==> src/rtl/sha2_msg_padder_pkg.sv <==
// rtl/sha2_msg_padder_pkg.sv - shared constants and state type for the SHA-256 single-chunk padder
//
// Holds the block geometry, the padding marker byte, the one-chunk length
// limit and the padder FSM state encoding.

package sha2_msg_padder_pkg;

  localparam int          SHA2_BLOCK_W          = 512;
  localparam int          SHA2_LEN_W            = 64;
  localparam int          SHA2_MAX_1CHUNK_BYTES = 55;
  localparam logic [7:0]  SHA2_PAD_BYTE         = 8'h80;

  localparam int          SHA2_BLOCK_BYTES      = SHA2_BLOCK_W / 8;
  // Bytes in front of the length field: message, 0x80 marker and zero fill.
  localparam int          SHA2_DATA_BYTES       = SHA2_BLOCK_BYTES - SHA2_LEN_W / 8;

  typedef enum logic [1:0] {
    ST_COLLECT = 2'd0,
    ST_DRAIN   = 2'd1,
    ST_PAD     = 2'd2,
    ST_HOLD    = 2'd3
  } pad_state_e;

endpackage

==> src/rtl/sha2_msg_padder.sv <==
// rtl/sha2_msg_padder.sv - packs a short byte message into one padded 512-bit SHA-256 chunk
//
// Ports:
//   clock      - single clock, all state on the rising edge
//   reset      - synchronous, active-high
//   in_valid   - in_data/in_bytes/in_last valid this cycle
//   in_ready   - padder accepts a word this cycle (registered)
//   in_data    - 32-bit message word, first byte in 31:24
//   in_bytes   - left-aligned valid byte count (4 unless in_last)
//   in_last    - this word ends the message
//   out_block  - padded chunk, message byte 0 in 511:504 (registered)
//   out_valid  - out_block valid and held stable
//   out_ready  - downstream takes out_block
//   err        - one-cycle pulse on an over-long message or bad in_bytes

module sha2_msg_padder
  import sha2_msg_padder_pkg::*;
#(
  parameter int MAX_BYTES = SHA2_MAX_1CHUNK_BYTES
) (
  input  logic                    clock,
  input  logic                    reset,
  input  logic                    in_valid,
  output logic                    in_ready,
  input  logic [31:0]             in_data,
  input  logic [2:0]              in_bytes,
  input  logic                    in_last,
  output logic [SHA2_BLOCK_W-1:0] out_block,
  output logic                    out_valid,
  input  logic                    out_ready,
  output logic                    err
);

  localparam logic [6:0] MAX_BYTES_W = 7'(MAX_BYTES);

  pad_state_e              state_q, state_d;
  logic [5:0]              byte_cnt_q, byte_cnt_d;
  logic [SHA2_BLOCK_W-1:0] block_q, block_d;
  logic                    in_ready_q, in_ready_d;
  logic                    out_valid_q, out_valid_d;
  logic                    err_q, err_d;

  logic       xfer;
  logic [6:0] cnt_sum;
  logic       bad_bytes;
  logic       too_long;
  logic       collect_err;

  assign xfer        = in_valid && in_ready_q;
  assign cnt_sum     = {1'b0, byte_cnt_q} + {4'b0000, in_bytes};
  // Only the final word may be short; more than 4 bytes is never legal.
  assign bad_bytes   = (in_bytes > 3'd4) || (!in_last && (in_bytes != 3'd4));
  assign too_long    = cnt_sum > MAX_BYTES_W;
  assign collect_err = bad_bytes || too_long;

  // State register
  always_ff @(posedge clock) begin
    if (reset) begin
      state_q <= ST_COLLECT;
    end else begin
      state_q <= state_d;
    end
  end

  // Next-state logic
  always_comb begin
    state_d = state_q;
    case (state_q)
      ST_COLLECT: begin
        if (xfer) begin
          if (collect_err) begin
            // A faulty last word ends the message on the spot; otherwise
            // the rest of the message still has to be swallowed.
            state_d = in_last ? ST_COLLECT : ST_DRAIN;
          end else if (in_last) begin
            state_d = ST_PAD;
          end
        end
      end
      ST_DRAIN: begin
        if (xfer && in_last) begin
          state_d = ST_COLLECT;
        end
      end
      ST_PAD: begin
        state_d = ST_HOLD;
      end
      ST_HOLD: begin
        if (out_ready) begin
          state_d = ST_COLLECT;
        end
      end
      default: begin
        state_d = ST_COLLECT;
      end
    endcase
  end

  // Outputs are registered from the next state so that in_ready/out_valid
  // never depend combinationally on inputs.
  always_comb begin
    in_ready_d  = (state_d == ST_COLLECT) || (state_d == ST_DRAIN);
    out_valid_d = (state_d == ST_HOLD);
  end

  // Datapath: block assembly, padding and error pulse
  always_comb begin
    block_d    = block_q;
    byte_cnt_d = byte_cnt_q;
    err_d      = 1'b0;
    case (state_q)
      ST_COLLECT: begin
        if (xfer) begin
          if (collect_err) begin
            err_d = 1'b1;
            if (in_last) begin
              block_d    = '0;
              byte_cnt_d = '0;
            end
          end else begin
            // Byte-enable decode: lane i takes input byte k when it sits
            // at offset byte_cnt+k and k is within in_bytes.
            for (int i = 0; i < SHA2_DATA_BYTES; i++) begin
              for (int k = 0; k < 4; k++) begin
                if ((k < int'(in_bytes)) && ((int'(byte_cnt_q) + k) == i)) begin
                  block_d[SHA2_BLOCK_W-1-8*i -: 8] = in_data[31-8*k -: 8];
                end
              end
            end
            byte_cnt_d = cnt_sum[5:0];
          end
        end
      end
      ST_DRAIN: begin
        if (xfer && in_last) begin
          block_d    = '0;
          byte_cnt_d = '0;
        end
      end
      ST_PAD: begin
        for (int i = 0; i < SHA2_DATA_BYTES; i++) begin
          if (i == int'(byte_cnt_q)) begin
            block_d[SHA2_BLOCK_W-1-8*i -: 8] = SHA2_PAD_BYTE;
          end else if (i > int'(byte_cnt_q)) begin
            block_d[SHA2_BLOCK_W-1-8*i -: 8] = 8'h00;
          end
        end
        block_d[SHA2_LEN_W-1:0] = SHA2_LEN_W'({byte_cnt_q, 3'b000});
      end
      ST_HOLD: begin
        if (out_ready) begin
          block_d    = '0;
          byte_cnt_d = '0;
        end
      end
      default: begin
        block_d    = '0;
        byte_cnt_d = '0;
      end
    endcase
  end

  always_ff @(posedge clock) begin
    if (reset) begin
      byte_cnt_q  <= '0;
      block_q     <= '0;
      in_ready_q  <= 1'b0;
      out_valid_q <= 1'b0;
      err_q       <= 1'b0;
    end else begin
      byte_cnt_q  <= byte_cnt_d;
      block_q     <= block_d;
      in_ready_q  <= in_ready_d;
      out_valid_q <= out_valid_d;
      err_q       <= err_d;
    end
  end

  assign in_ready  = in_ready_q;
  assign out_valid = out_valid_q;
  assign out_block = block_q;
  assign err       = err_q;

endmodule

==> config.mk <==
export PLATFORM = sky130hd
export DESIGN_NAME = sha2_msg_padder
export DESIGN_NICKNAME = d
export VERILOG_FILES = /design/src/rtl/sha2_msg_padder_pkg.sv /design/src/rtl/sha2_msg_padder.sv
export SDC_FILE = /design/constraint.sdc
export NUM_CORES = 2
export LEC_CHECK = 0
export ABC_AREA = 0
export CORE_UTILIZATION = 30
export DETAILED_ROUTE_END_ITERATION = 8
export PLACE_DENSITY = 0.61
export SYNTH_ARGS = -nofsm -noshare
export SYNTH_HDL_FRONTEND = slang
export SYNTH_SLANG_ARGS = --single-unit
export TNS_END_PERCENT = 5
==> constraint.sdc <==
create_clock -name clock -period 3.4 [get_ports clock]
set_input_delay 0.51 -clock clock [delete_from_list [all_inputs] [get_ports clock]]
set_output_delay 0.51 -clock clock [all_outputs]
set_load 0.005 [all_outputs]
==> metrics.csv <==
metric;value;unit
netlist area before placement;34310;um^2
global route hottest layer;met2;
Slew @ Worst Pin;1.008;ns
Placed Instance Area;46380;um^2
Slew Viols, Final;0;
final worst path period share;1.032;
commonest non-fill, non-tap cell in the layout;buf_4;
DR vias/cell;6.249;
Max Fanout on Critical Path;20;
CTS H-tree depth;2;
CTS tree;built;
Core Area;113000;um^2
Worst Hold End;out_block[263]$_SDFFE_PP0P_;
clk slew on worst S/H paths;0.06;ns
Hold Fails Final Rpt;0;
ys async rst share;0;
top_reg_cell synth;dfxtp_1;
reg2reg end;out_block[351]$_SDFFE_PP0P_;
routability cong.;1.106;
Sink Count;465;
syn avg cell area;7.829;um^2
Remaining DRCs;1;
Synth Register Bits;465;
Synthesis Warnings;0;
post-route setup slack;-0.1099;ns
slew margin rel.;0.3241;
most frequent cells in the layout;804 x buf_4, 464 x clkdlybuf4s50_1, 462 x dfxtp_1;
met3 Use GR;0.08964;
Setup Skew;0.02625;ns
WHS Path Cells;2;
Setup Buffers After CTS;0;
Area Overhead vs Synth;41.69;%
WP data arrival;4.06;ns
Clk Tree Root Cell;clkbuf_16;
largest net degree at the start of global routing;76;
Max clock buf depth;3;
outcome;finished, violations left;
Ports;555;
met2 Track Usage GR;0.5451;
initial antenna violation count;9;
Final setup viols;3;
synth unique cells;129;
number of max-cap violations;0;
Pwr Density;336.4;nW/um^2
fin area;48610;um^2
Final #Nets;5361;
failing checks;design-rule violations, negative setup slack;
Comb pwr share;0.237;
Hold Crit Start;reset;
die width;340.2;um
Die Area;115700;um^2
number of synthesized flops with an enable pin;0;
IO Port Bufs;496;
highest clock rate;0.2849;GHz
Routed WL;219300;um
Num CTS Buffers;56;
routed len/inst;31.96;um
Initial Utilization;0.3037;
share of layout cells above drive strength 1;0.2246;
met1 GRT Util;0.4745;
Startpoint Class;register;
Row Count;123;
Leak;18.78;nW
worst r2r src;byte_cnt_q[2]$_SDFFE_PP0P_;
Critical Path RT;3.95;ns
pre-CTS setup slack;-0.6530;ns
First-pass DRT Iterations;9;
Net Switching;5.321;mW
register-to-register setup slack;-0.11;ns
setup TNS;-0.1164;ns
RSZ-0062 raised after global routing;true;
fill count;11340;
CP Class;reg -> reg;
internal power;11.03;mW
DIE HEIGHT;340.2;um
vias in the first global route;39840;
Sequential Power Share;0.351;
clock share of power;0.412;
Routed Antenna Nets;0;
post-synthesis sequential area ratio;0.2714;
first-pass GRT wire length;305400;um
via count;42890;
Iteration-0 DRC Markers;5821;
fin util;0.4303;
HP Class;in -> reg;
Max IR drop VDD;0.3523;mV
clock latency on the worst-skew pair;0.67;ns
placed wire-length estimate;164700;um
Crit. End Element;register;
cell count after synthesis;4382;
reg2reg path depth;11;
sw frac;0.3254;
Final min period;3.510;ns
GRT Overall Usage;0.3619;
# placed instances;6756;
total grt overflow;0;
Post-Layout Cell Count;6863;
[state kept, by name (all words and copies together), names as in the netlist]
name and cells:
byte_cnt_q 6, err 1, in_ready 1, out_block 454, out_valid 1, state_q 2
[cells in the mapped netlist, drive strengths merged, types with 10 or more instances]
master,count,share of area
o32ai,32,0.0084
and2,43,0.0078
o31ai,50,0.012
o211ai,23,0.0056
o22ai,136,0.025
nor2,426,0.048
or3,24,0.0044
or4,11,0.0024
a31oi,44,0.0094
a32o,12,0.0035
nor3,91,0.016
and3,51,0.0093
mux2,10,0.0033
o2bb2ai,170,0.043
nand3,149,0.024
nand4,24,0.0047
buf,218,0.041
a21o,12,0.0026
nand2b,46,0.0085
a311oi,24,0.0084
o221ai,53,0.015
inv,57,0.0062
clkbuf,352,0.039
a22oi,33,0.0074
a221oi,79,0.021
a21oi,436,0.064
a2111oi,16,0.0049
mux2i,350,0.10
nor4,45,0.013
nand2,282,0.031
a22o,80,0.020
a211oi,219,0.050
o21ai,153,0.022
and4,12,0.0031
dfxtp,465,0.27
[worst max-delay path, stage by stage (launching register included)]
cell     delay (ns)
dfxtp_2        0.37
buf_4          0.13
buf_4          0.37
nand2_1        0.27
or3_1          0.52
buf_4          0.21
a31oi_2        0.34
buf_6          0.33
a22oi_1        0.11
a31oi_1        0.47
buf_4          0.20
a21oi_1        0.05
[what timing repair did]
action	in CTS	in global routing
pin swaps	0	3
setup endpoints to repair	123	159
resized for setup	10	22
hold buffers	0	0
[power by group through the flow]
stage                     logic, mW  registers (mW)  clock network [mW]
after floorplan                1.80            5.81                   0
after global placement         3.69            5.86                   0
after detailed placement       3.70            5.86                   0
after CTS                      3.72            5.74                6.80
after global routing           3.98            5.75                7.00
final                          3.88            5.74                6.73
[per-stage QoR]
| stage | hold slack [ns] | power [mW] |
|---|---|---|
| global route | 0.2372 | 16.73 |
| detailed placement | 0.4469 | 9.559 |
| finish | 0.2700 | 16.35 |
| CTS | 0.2091 | 16.26 |
| floorplan | 0.4438 | 7.612 |
| global placement | 0.4396 | 9.548 |
[area by class of cell]
cell class	instances	area (um^2)	area share
tap	1500	1877	0.03861
inverter	58	217.7	0.004479
antenna	2	5.005	0.0001030
multi-input combinational	3346	22510	0.4632
sequential	465	9313	0.1916
clock buffer	70	1546	0.03182
clock inverter	35	489.2	0.01006
timing repair buffer	1387	12650	0.2602
[cell families (layout without fill, tap and decap cells)]
group	Yosys count	count (layout)	share of synthesized area
and+or+nand+nor	1256	1256	0.1847
DFF	465	465	0.2714
AOI/OAI and AO/OA	1655	1655	0.3454
muxes	360	360	0.1059
other	1	60	0.0001093
xor gates and xnor gates	10	10	0.003757
buffers and inverters	628	1550	0.08604
adders and majority gates	7	7	0.002772
[worst max-delay path by stage]
stage	from	endpoint	slack, ns
2_1_floorplan	byte_cnt_q[1]$_SDFFE_PP0P_	out_block[496]$_SDFFE_PP0P_	-0.09
3_5_place_dp	in_bytes[0]	out_block[190]$_SDFFE_PP0P_	-0.65
4_1_cts	byte_cnt_q[2]$_SDFFE_PP0P_	out_block[351]$_SDFFE_PP0P_	-0.03
3_3_place_gp	in_bytes[1]	out_block[129]$_SDFFE_PP0P_	-0.64
5_1_grt	byte_cnt_q[2]$_SDFFE_PP0P_	out_block[351]$_SDFFE_PP0P_	-0.02
6_report	byte_cnt_q[2]$_SDFFE_PP0P_	out_block[351]$_SDFFE_PP0P_	-0.11
[metal layers]
layer | routed length, um | share of wire
met5 | 80 | 0.00036
met4 | 14020 | 0.064
met3 | 24550 | 0.11
met2 | 93040 | 0.42
met1 | 87670 | 0.40
Power figures use the tool's default switching activity.
